===== config.mk =====
export PLATFORM = sky130hd
export DESIGN_NAME = coremesh_sram_arb_ctrl
export DESIGN_NICKNAME = d
export VERILOG_FILES = /design/src/rtl/coremesh_sram_arb_ctrl.sv
export SDC_FILE = /design/constraint.sdc
export NUM_CORES = 1
export LEC_CHECK = 0
export ABC_AREA = 0
export CORE_AREA = 2 2 198 200
export CTS_CLUSTER_SIZE = 12
export DETAILED_ROUTE_END_ITERATION = 10
export DIE_AREA = 0 0 200 202
export HOLD_SLACK_MARGIN = 0.05
export PLACE_DENSITY = 0.6
export SYNTH_ARGS = -nofsm -noshare
export SYNTH_HDL_FRONTEND = slang
export SYNTH_SLANG_ARGS = --single-unit

===== constraint.sdc =====
create_clock -name clock -period 6.99 [get_ports clock]
set_input_delay 0.699 -clock clock [delete_from_list [all_inputs] [get_ports clock]]
set_output_delay 0.699 -clock clock [all_outputs]
set_load 0.005 [all_outputs]

===== src/rtl/coremesh_sram_arb_ctrl.sv =====
// N-initiator Wishbone target ports arbitrated round-robin onto one byte-enabled
// single-port SRAM, with address-window decode (error on miss) and abort handling.
module coremesh_sram_arb_ctrl #(
    parameter int unsigned N_INITIATORS   = 4,
    parameter int unsigned ADR_WIDTH      = 32,
    parameter int unsigned DAT_WIDTH      = 32,
    parameter int unsigned SRAM_ADR_WIDTH = 20,
    parameter logic [ADR_WIDTH-1:0] WIN_BASE = 32'h8000_0000,
    parameter logic [ADR_WIDTH-1:0] WIN_MASK = 32'hFFC0_0000,
    localparam int unsigned BE_WIDTH = DAT_WIDTH / 8
) (
    input  logic                              clock,
    input  logic                              reset,
    input  logic [N_INITIATORS*ADR_WIDTH-1:0] adr,
    input  logic [N_INITIATORS*DAT_WIDTH-1:0] dat_w,
    output logic [N_INITIATORS*DAT_WIDTH-1:0] dat_r,
    input  logic [N_INITIATORS-1:0]           cyc,
    input  logic [N_INITIATORS-1:0]           stb,
    input  logic [N_INITIATORS-1:0]           we,
    input  logic [N_INITIATORS*BE_WIDTH-1:0]  sel,
    output logic [N_INITIATORS-1:0]           ack,
    output logic [N_INITIATORS-1:0]           err,
    output logic [SRAM_ADR_WIDTH-1:0]         sram_addr,
    output logic [DAT_WIDTH-1:0]              sram_write_data,
    input  logic [DAT_WIDTH-1:0]              sram_read_data,
    output logic                              sram_read_en,
    output logic                              sram_write_en,
    output logic [BE_WIDTH-1:0]               sram_byte_en
);

    localparam int unsigned OFF = $clog2(BE_WIDTH);
    localparam int unsigned PW  = (N_INITIATORS > 1) ? $clog2(N_INITIATORS) : 1;

    typedef enum logic [1:0] {IDLE, ACCESS, RESP} state_e;

    state_e                            state_q;
    logic [PW-1:0]                     rr_ptr_q;
    logic [PW-1:0]                     g_q;
    logic                              we_q;
    logic                              hit_q;
    logic [N_INITIATORS-1:0]           ack_q;
    logic [N_INITIATORS-1:0]           err_q;
    logic [N_INITIATORS*DAT_WIDTH-1:0] dat_r_q;
    logic [SRAM_ADR_WIDTH-1:0]         sram_addr_q;
    logic [DAT_WIDTH-1:0]              sram_wdata_q;
    logic [BE_WIDTH-1:0]               sram_be_q;
    logic                              sram_rd_q;
    logic                              sram_wr_q;

    logic [N_INITIATORS-1:0] req;
    logic                    gnt_valid;
    logic [PW-1:0]           gnt_idx;
    logic [ADR_WIDTH-1:0]    gnt_adr;
    logic [DAT_WIDTH-1:0]    gnt_dat;
    logic [BE_WIDTH-1:0]     gnt_sel;
    logic                    gnt_we;
    logic                    gnt_hit;
    int unsigned             pos;

    assign req = cyc & stb;

    // Scan from rr_ptr upwards with wrap; the first requester wins.
    always_comb begin
        gnt_valid = 1'b0;
        gnt_idx   = '0;
        pos       = 0;
        for (int unsigned k = 0; k < N_INITIATORS; k++) begin
            pos = 32'(rr_ptr_q) + k;
            if (pos >= N_INITIATORS) pos = pos - N_INITIATORS;
            if (!gnt_valid && req[pos]) begin
                gnt_valid = 1'b1;
                gnt_idx   = PW'(pos);
            end
        end
    end

    always_comb begin
        gnt_adr = adr[32'(gnt_idx)*ADR_WIDTH +: ADR_WIDTH];
        gnt_dat = dat_w[32'(gnt_idx)*DAT_WIDTH +: DAT_WIDTH];
        gnt_sel = sel[32'(gnt_idx)*BE_WIDTH +: BE_WIDTH];
        gnt_we  = we[gnt_idx];
        gnt_hit = ((gnt_adr & WIN_MASK) == WIN_BASE);
    end

    always_ff @(posedge clock or posedge reset) begin
        if (reset) begin
            state_q      <= IDLE;
            rr_ptr_q     <= '0;
            g_q          <= '0;
            we_q         <= 1'b0;
            hit_q        <= 1'b0;
            ack_q        <= '0;
            err_q        <= '0;
            dat_r_q      <= '0;
            sram_addr_q  <= '0;
            sram_wdata_q <= '0;
            sram_be_q    <= '0;
            sram_rd_q    <= 1'b0;
            sram_wr_q    <= 1'b0;
        end else begin
            ack_q <= '0;
            err_q <= '0;
            case (state_q)
                IDLE: begin
                    if (gnt_valid) begin
                        g_q      <= gnt_idx;
                        we_q     <= gnt_we;
                        hit_q    <= gnt_hit;
                        rr_ptr_q <= (32'(gnt_idx) == N_INITIATORS - 1) ? '0 : gnt_idx + 1'b1;
                        state_q  <= ACCESS;
                        // Strobes are registered here so they are valid throughout ACCESS.
                        if (gnt_hit) begin
                            sram_addr_q  <= gnt_adr[SRAM_ADR_WIDTH+OFF-1:OFF];
                            sram_wdata_q <= gnt_dat;
                            sram_be_q    <= gnt_sel;
                            sram_rd_q    <= !gnt_we;
                            sram_wr_q    <= gnt_we;
                        end
                    end
                end
                ACCESS: begin
                    sram_addr_q  <= '0;
                    sram_wdata_q <= '0;
                    sram_be_q    <= '0;
                    sram_rd_q    <= 1'b0;
                    sram_wr_q    <= 1'b0;
                    if (cyc[g_q]) begin
                        if (hit_q) ack_q[g_q] <= 1'b1;
                        else       err_q[g_q] <= 1'b1;
                    end
                    state_q <= RESP;
                end
                RESP: begin
                    if (hit_q && !we_q)
                        dat_r_q[32'(g_q)*DAT_WIDTH +: DAT_WIDTH] <= sram_read_data;
                    state_q <= IDLE;
                end
                default: state_q <= IDLE;
            endcase
        end
    end

    // Gating by cyc suppresses the response if the initiator drops cyc during RESP.
    assign ack = ack_q & cyc;
    assign err = err_q & cyc;

    // Read data arrives one cycle after read_en, i.e. during RESP; pass it straight through.
    always_comb begin
        dat_r = dat_r_q;
        if (state_q == RESP && hit_q && !we_q)
            dat_r[32'(g_q)*DAT_WIDTH +: DAT_WIDTH] = sram_read_data;
    end

    assign sram_addr       = sram_addr_q;
    assign sram_write_data = sram_wdata_q;
    assign sram_byte_en    = sram_be_q;
    assign sram_read_en    = sram_rd_q;
    assign sram_write_en   = sram_wr_q;

endmodule


# Yosys cells after proc, flatten, opt, wreduce, memory -nomap -nowiden
# Cells that the tools add are included.
# Widths: inputs -> output; s select.
op_classes:
  n_mux: 52
  shift: 5
  n_div: 0
  order_cmp: 11
  mul: 0
  reduce_logical: 17
  eq_ne: 6
  addsub: 9
  n_bitwise: 3
ops:
  columns: ["operator", "count"]
  rows:
  - ["$shiftx 128x8->32", 2]
  - ["$mux 32", 6]
  - ["$bwmux 128", 1]
  - ["$lt 32x3->1 const B", 4]
  - ["$mux 128", 1]
  - ["$shift 32x34->128 const A", 1]
  - ["$shiftx 32x34->128", 1]
  - ["$pmux 32 s2", 1]
  - ["$mux 20", 2]
  - ["$pmux 20 s2", 1]
  - ["$neg 7->34", 1]
  - ["$mux 4", 8]
  - ["$shiftx 16x5->4", 1]
  - ["$mux 1", 15]
  - ["$and 4x4->4", 3]
  - ["$bmux 1 s2", 6]
  - ["$mux 2", 6]
  - ["$sub 3x3->4 const B", 3]
  - ["$eq 10x10->1 const B", 1]
  - ["$ge 3x3->1 const B", 3]
  - ["$pmux 4 s2", 1]
  - ["$logic_and 1x1->1", 7]
  - ["$add 2x2->3 const B", 2]
  - ["$lt 2x3->1 const B", 2]
  - ["16 further kinds", 24]
word_totals:
  memories: 0
  latchBits: 0
  mem_bits_ro: 0
  mem_bits_rw: 0
  output_inout_bits: 194
  regBits: 202
  wordCells: 116

# Depth between registers and ports, before layout
# Gate-level depths: netlist (run 1).
depth:
  ltp_word: 20
  ltp_mapped: 10

# Least setup slack after synthesis (run 1)
# Ideal clock, no wire load.
synth_path:
  kind: "register -> output"
  from: "reg g_q[0]"
  to: "out dat_r[0]"
  slack_ns: 4.474
  n_path_buf: 1
  required_ns: 6.291
  stages_incl_launch_ff: 7
  arrival_ns: 1.817
  cell_sequence: "dfrtp_1 > inv_1 > ha_1 > nor3b_1 > clkbuf_1 > nand2_1 > o21ai_0"
synth_between:
  elab_chain_len: 4
synth_rtl:
  columns: ["element", "line", "text"]
  rows:
  - ["start, declared", "38", "logic [PW-1:0] g_q;"]
  - ["start signal, assigned", "106", "g_q <= gnt_idx;"]
  - ["$neg 7->34 *", "151", "dat_r[32'(g_q)*DAT_WIDTH +: DAT_WIDTH] = sram_read_data;"]
  - ["$shiftx 32x34->128 or $shift 32x34->128 (tied branches)", "151", null]
  - ["$bwmux 128 *", "151", null]
  - ["$mux 128 *", "150", "if (state_q == RESP && hit_q && !we_q)"]
  - ["end, declared", "16", "output logic [N_INITIATORS*DAT_WIDTH-1:0] dat_r,"]
# Mark *: on every way between the ends. The rest lies on a longest branch, timed or not.

# Worst setup path in the final report (run 1)
layout_path:
  from: "reg state_q[0]"
  to: "out dat_r[87]"
layout_between:
  elab_chain_len: 4
layout_rtl:
  columns: ["element", "line", "text"]
  rows:
  - ["start, declared", "36", "state_e state_q;"]
  - ["start signal, assigned", "87", "state_q <= IDLE;"]
  - ["start signal, assigned", "110", "state_q <= ACCESS;"]
  - ["start signal, assigned", "131", "state_q <= RESP;"]
  - ["$eq 2x2->1", "150", null]
  - ["$logic_and 1x1->1 (2 in series)", "150", null]
  - ["$mux 128", "150", null]
# No other way between the ends.

==> impl_results.md, run 1 <==
* VDD IR max at 184 µV
* CP Capture Type: output pin
* Max incr delay on CP at roughly 0.95 ns
* Vias in the first global route at 10.4k
* Die area at 0.0404 mm²
* Clock transition at path regs at approximately 0.06 ns
* CTS Hold Buffers Added at 0
* Worst setup startpoint: state_q[0]
* Rel. slew slack at 0.279
* # DRC at 0
* Syn Nets at approximately 1.6k
* Crit Path Class: flip-flop to output pin
* Syn-to-layout area delta at 57.1%
* Vias/cell at 4.81
* CP max stage cell: nor4bb_1
* Top post-synthesis cells by area: dfrtp_1 (45%), mux2i_1 (21%), o21ai_0 (14%), nand2_1 (11%), clkbuf_1 (2.3%)
* Largest net degree at the start of global routing at ~120
* Slew @ Worst Pin at 1.08 ns
* LEAKAGE at roughly 0.0070 µW
* Final instance area at 0.0175 mm²
* Vias at about 11k
* Dpl hpwl at approximately 32000 µm
* WP data required at roughly 6.3 ns
* WL final at 44300 µm
* Crit path max-delay family: simple AND/OR/NAND/NOR gates
* Die width at about 200 µm
* Clk root buf: clkbuf_16
* FF-to-FF Start: rr_ptr_q[1]
* R2R Setup Slk at approximately 3.9 ns
* DR pass1 iterations at 5
* Final Cycle Share at 0.627
* Cell area after synthesis at 0.0111 mm²
* Placed inst area at between 0.015 and 0.02 mm²
* Die height at roughly 200 µm
* Total GRT Usage at 0.212
* Arr. time, crit path at about 3.7 ns
* Fmax at approximately 230 MHz
* Layout cells sized above 1 at 0.0423
* # port buffers at just over 500
* Crit path depth at 5
* Slew Limit Fails at 0
* Antenna violations before repair at 14
* Num Clock Sinks at 202
* Antenna-violating nets left at 0
* Worst hold-check path type: flip-flop to flip-flop
* RSZ-0062 raised after global routing: false
* Number of I/O pins at between 500 and 600
* Area leader, netlist: dfrtp_1
* CP startpoint kind: flip-flop
* Setup Buffers After CTS at 0
* First-pass GRT wire length at about 65000 µm
* CP Max Fanout at between 90 and 100
* Grt total ovfl at 0
* R2R Path End: sram_write_data[27]
* Final setup violation count at 0
* Max-cap violations at 0
* Synth warn at 0
* Post-layout nets at 2012
* Post-synthesis sequential area ratio at 0.455
* Row count at 72
* GPL Wtd Cong at approximately 0.85
* Starting DRT DRC Count at 478
* Worst setup path end: dat_r[87]
* Critical path buffer and inverter count at 2
* Top-area cell type share of the netlist area at 0.455
* Post-cts resize count at 0
* PwrDens at 264 mW/mm²
* CTS Buffer Depth at 3
* Syn_area_per_cell at approximately 9 µm²
* Starting Density at 0.290
* Crit path time final at approximately 4.4 ns
* Synth cell types at 36
* TritonCTS clock tree: done
* Setup TNS at 0 ns
* Clk_lat worst skew at around 0.53 ns
* Synthesized instance count at roughly 1.2k
* Drt wl/cell at between 15 and 20 µm
* Core area at roughly 0.038 mm²
* Flop and latch count out of synthesis at slightly above 200
* Critical path cell sequence: nor4bb_1 > nand2_2 > buf_4 > o21ai_0 > clkdlybuf4s50_1
* Hold Fails Final Rpt at 0
* CTS buffer count at 24
* Fillers at approximately 3.7k
* Status: finished clean
* Worst-case reg-to-reg path depth at 7
* Htree depth at 1
* Layout Skew at between 0.015 and 0.02 ns
stage by stage:
step           setup WS [ns]  power, µW  std cells  hold slack, ns   util
2_1_floorplan          0.780       2360       1237           0.439      -
3_3_place_gp            2.98       3270       2180           0.451  0.433
3_5_place_dp            2.89       3290       2180           0.459  0.433
4_1_cts                 2.53       4670       2222           0.472  0.455
5_1_grt                 2.32       4880       2234           0.487  0.456
6_report                2.61       4610       2235           0.465  0.456
tightest hold or removal path: stages (launching register included):
cell,delay (ns)
dfrtp_1,0.32
nand2_1,0.05
o21ai_0,0.06
placed cells by master (no fill, tap or decap), types with 4 or more instances in the layout:
| cell | count |
|---|---|
| dfrtp_1 | 200 |
| ha_1 | 6 |
| and2_1 | 19 |
| clkbuf_8 | 9 |
| clkdlybuf4s50_1 | 503 |
| diode_2 | 13 |
| nand4b_1 | 4 |
| clkbuf_16 | 25 |
| nand2_1 | 321 |
| o21ai_1 | 9 |
| o21ai_0 | 309 |
| nor4_1 | 8 |
| nand2_2 | 4 |
| buf_4 | 12 |
| mux2i_1 | 229 |
report_power, final:
part | switching [µW] | internal (µW)
combinational | 865 | 817
clock | 502 | 852
sequential | 207 | 1370
cell families (layout without fill, tap and decap cells):
logic type,after synthesis,count (layout),share of synthesized area
and+or+nand+nor,372,372,0.137
AOI/OAI and AO/OA,328,328,0.152
muxes,234,234,0.213
DFF,202,202,0.455
buffers and inverters,95,562,0.0369
adders and majority gates,6,6,0.00675
other,0,13,0
state kept, by name, indices dropped and copies added, names as in the netlist, 2 cells and up:
| register | flops |
|---|---|
| ack_q | 4 |
| dat_r_q | 128 |
| err_q | 4 |
| g_q | 2 |
| rr_ptr_q | 2 |
| sram_addr | 20 |
| sram_byte_en | 4 |
| sram_write_data | 32 |
| state_q | 2 |
final cells by class:
class | count | area, µm² | share of cell area
Antenna cell | 13 | 32.5 | 0.00186
Timing Repair Buffer | 516 | 5140 | 0.295
Clock buffer | 37 | 761 | 0.0436
Multi-Input combinational cell | 940 | 5700 | 0.326
Inverter | 4 | 22.5 | 0.00129
Tap cell | 518 | 648 | 0.0371
Sequential cell | 202 | 5060 | 0.290
Clock inverter | 5 | 100 | 0.00573
routing by layer:
metal  global-route usage  vias up  wire length (µm)
li1                     -     5202                 -
met1                0.253     5106             17500
met2                0.344      379             21300
met3               0.0697       57              4140
met4               0.0966        4              1390
met5                    0        -                32
worst min path at each step:
stage,start,end,slack (ns),cells after the start
floorplan,dat_r_q[0],dat_r_q[0],0.44,2
global placement,dat_r_q[26],dat_r_q[26],0.45,2
detailed placement,dat_r_q[119],dat_r_q[119],0.46,2
CTS,dat_r_q[98],dat_r_q[98],0.47,2
global route,dat_r_q[118],dat_r_q[118],0.49,2
finish,dat_r_q[41],dat_r_q[41],0.46,2
cells in the mapped netlist, drive strengths merged:
cell / number
nand3b: 1
mux4: 1
nand3: 1
a41oi: 1
clkbuf: 67
buf: 24
a21oi: 1
nor2: 3
a21o: 1
nor4bb: 1
dfrtp: 202
nor2b: 2
ha: 6
a21bo: 1
nand2: 325
mux2i: 229
nand4b: 4
o31ai: 1
o2bb2ai: 1
a211oi: 1
and2: 19
nand2b: 2
nor3b: 3
nor3: 1
nor4: 8
inv: 4
o21ai: 318
mux2: 4
a22oi: 1
o311a: 2
and3: 2
Power figures use the tool's default switching activity.
==> run 2, diff against run 1 <==
==> constraint.sdc (replaced) <==
create_clock -name clock -period 4.5 [get_ports clock]
set_input_delay 0.45 -clock clock [delete_from_list [all_inputs] [get_ports clock]]
set_output_delay 0.45 -clock clock [all_outputs]
set_load 0.005 [all_outputs]
==> run 2 against run 1 <==
Against the previous run: power rose by 54%; non-clock buffer count rose by 8; largest cell class unchanged; critical endpoint is now dat_r[62]; sequential power rose by 51%; critical path depth rose by 2; routed wire length rose by 0.76%; critical path type unchanged; clock power rose by 51%; register-to-register slack got worse by 2.1 ns; core utilization rose by 0.12 points; global-route usage fell by 0.21 points; sequential cell count did not move; final cell count rose by 0.27%; sequential share of layout area fell by 0.074 points.
==> impl_results.md, run 2 (synthesis results as in run 1) <==
* RSZ-0062 raised after global routing: false
* Critical path cell sequence: inv_1 > ha_1 > nor3b_2 > buf_4 > nand2_1 > o21ai_0 > clkdlybuf4s50_1
* Clk root buf: clkbuf_16
* Slew Limit Fails at 0
* Fmax at 276 MHz
* Vias/cell at roughly 4.8
* # DRC at 0
* Worst setup startpoint: g_q[0]
* Global Route met3 Usage at 0.0591
* TritonCTS clock tree: done
* Worst hold-check path type: flip-flop to flip-flop
* Num Clock Sinks at 202
* Hold_ws at approximately 0.47 ns
* Antenna violations before repair at 15
* Worst setup path end: dat_r[62]
* Total Power at 7120 µW
* FF-to-FF Start: rr_ptr_q[1]
* Crit path depth at 7
* Clock transition at path regs at 0.06 ns
* # port buffers at 503
* Drt wl/cell at between 15 and 20 µm
* CTS Buffer Depth at 3
* Worst hold stages at 2
* Arr. time, crit path at 3.18 ns
* Starting Density at 0.290
* Max incr delay on CP at about 0.56 ns
* Total GRT Usage at 0.210
* Rel. slew slack at 0.383
* Htree depth at 1
* VDD IR max at approximately 290 µV
* Final setup violation count at 0
* WP data required at approximately 4.1 ns
* First-pass GRT wire length at 64600 µm
* Die area at between 0.04 and 0.05 mm²
* Met1 Resource Use GR at 0.257
* Vias in the first global route at around 11k
* Critical path buffer and inverter count at 3
* Core area at around 0.038 mm²
* DR pass1 iterations at 5
* Crit path time final at approximately 3.6 ns
* CP Max Fanout at 32
* GR peak layer: met2
* Setup TNS at 0 ns
* CP Capture Type: output pin
* Layout Skew at around 0.011 ns
* Placed insts at ~2.2k
* Antenna-violating nets left at 0
* Row count at just over 70
* Largest register FFs at between 100 and 150
* Vias at ~11k
* Die width at ~200 µm
* Syn-to-layout area delta at 57.5%
* Post-layout util at 0.457
* Crit Path Class: flip-flop to output pin
* Commonest non-fill, non-tap cell in the layout: clkdlybuf4s50_1
* Post-layout nets at ~2.0k
* Most flops, register: dat_r_q
* Dpl hpwl at between 30000 and 40000 µm
* Starting DRT DRC Count at between 500 and 600
* CP startpoint kind: flip-flop
* CTS Hold Buffers Added at 0
* Worst-case reg-to-reg path depth at 8
* CP max stage cell: clkdlybuf4s50_1
* Most frequent cells in the layout: clkdlybuf4s50_1 (503), nand2_1 (321), o21ai_0 (309), mux2i_1 (229), dfrtp_1 (200)
* Crit path max-delay family: buffers and inverters
* CTS buffer count at 25
* Fin cells at around 2.2k
* Grt met2 use at 0.348
* R2R Setup Slk at 1.79 ns
* Die height at roughly 200 µm
* Number of I/O pins at around 500
* Slew @ Worst Pin at slightly above 0.9 ns
* Status: finished clean
* Final Cycle Share at 0.806
* Post-cts resize count at 0
* Hold Fails Final Rpt at 0
* PwrDens at roughly 400 mW/mm²
* Layout cells sized above 1 at 0.0467
* WL final at 44700 µm
* Setup Buffers After CTS at 0
* Max-cap violations at 0
* R2R Path End: sram_write_data[26]
* Clk_lat worst skew at 0.51 ns
* GPL Wtd Cong at a little under 0.9
* Grt total ovfl at 0
* LEAKAGE at between 0.007 and 0.008 µW
* Fillers at about 3.7k
* Largest net degree at the start of global routing at approximately 150
-- run 2: how the worst min path moves through the flow --
stage | from | to | slack, ns
final | dat_r_q[35] | dat_r_q[35] | 0.47
after global routing | dat_r_q[35] | dat_r_q[35] | 0.48
after CTS | dat_r_q[105] | dat_r_q[105] | 0.47
after detailed placement | dat_r_q[107] | dat_r_q[107] | 0.46
after global placement | dat_r_q[54] | dat_r_q[54] | 0.45
after floorplan | dat_r_q[0] | dat_r_q[0] | 0.44
-- run 2: through the flow --
stage | setup WS, ns | area (µm²)
detailed placement | 1.19 | 16700
CTS | 0.828 | 17500
finish | 0.872 | 17500
global route | 0.660 | 17500
floorplan | 1.43 | 11100
global placement | 1.25 | 16700
-- run 2: layer usage --
layer	share of wire	wire length, µm
met5	0.0012	52
met4	0.028	1250
met3	0.084	3740
met2	0.48	21500
met1	0.41	18100
-- run 2: cell type report --
type | count | area, µm² | share of cell area
sequential | 202 | 5060 | 0.289
clock inverter | 7 | 93.8 | 0.00536
clock buffer | 37 | 741 | 0.0423
antenna | 9 | 22.5 | 0.00129
timing repair buffer | 524 | 5230 | 0.299
multi-input combinational | 940 | 5700 | 0.326
inverter | 4 | 18.8 | 0.00107
tap | 518 | 648 | 0.0370
-- run 2: report_power, final --
part	internal (µW)	switching [µW]
clock network	1250	789
registers	2120	248
logic	1280	1430
total	4650	2470
-- run 2: worst min-delay path, stage by stage, from the launching register on --
cell	delay (ns)
dfrtp_1	0.32
nand2_1	0.05
o21ai_0	0.06
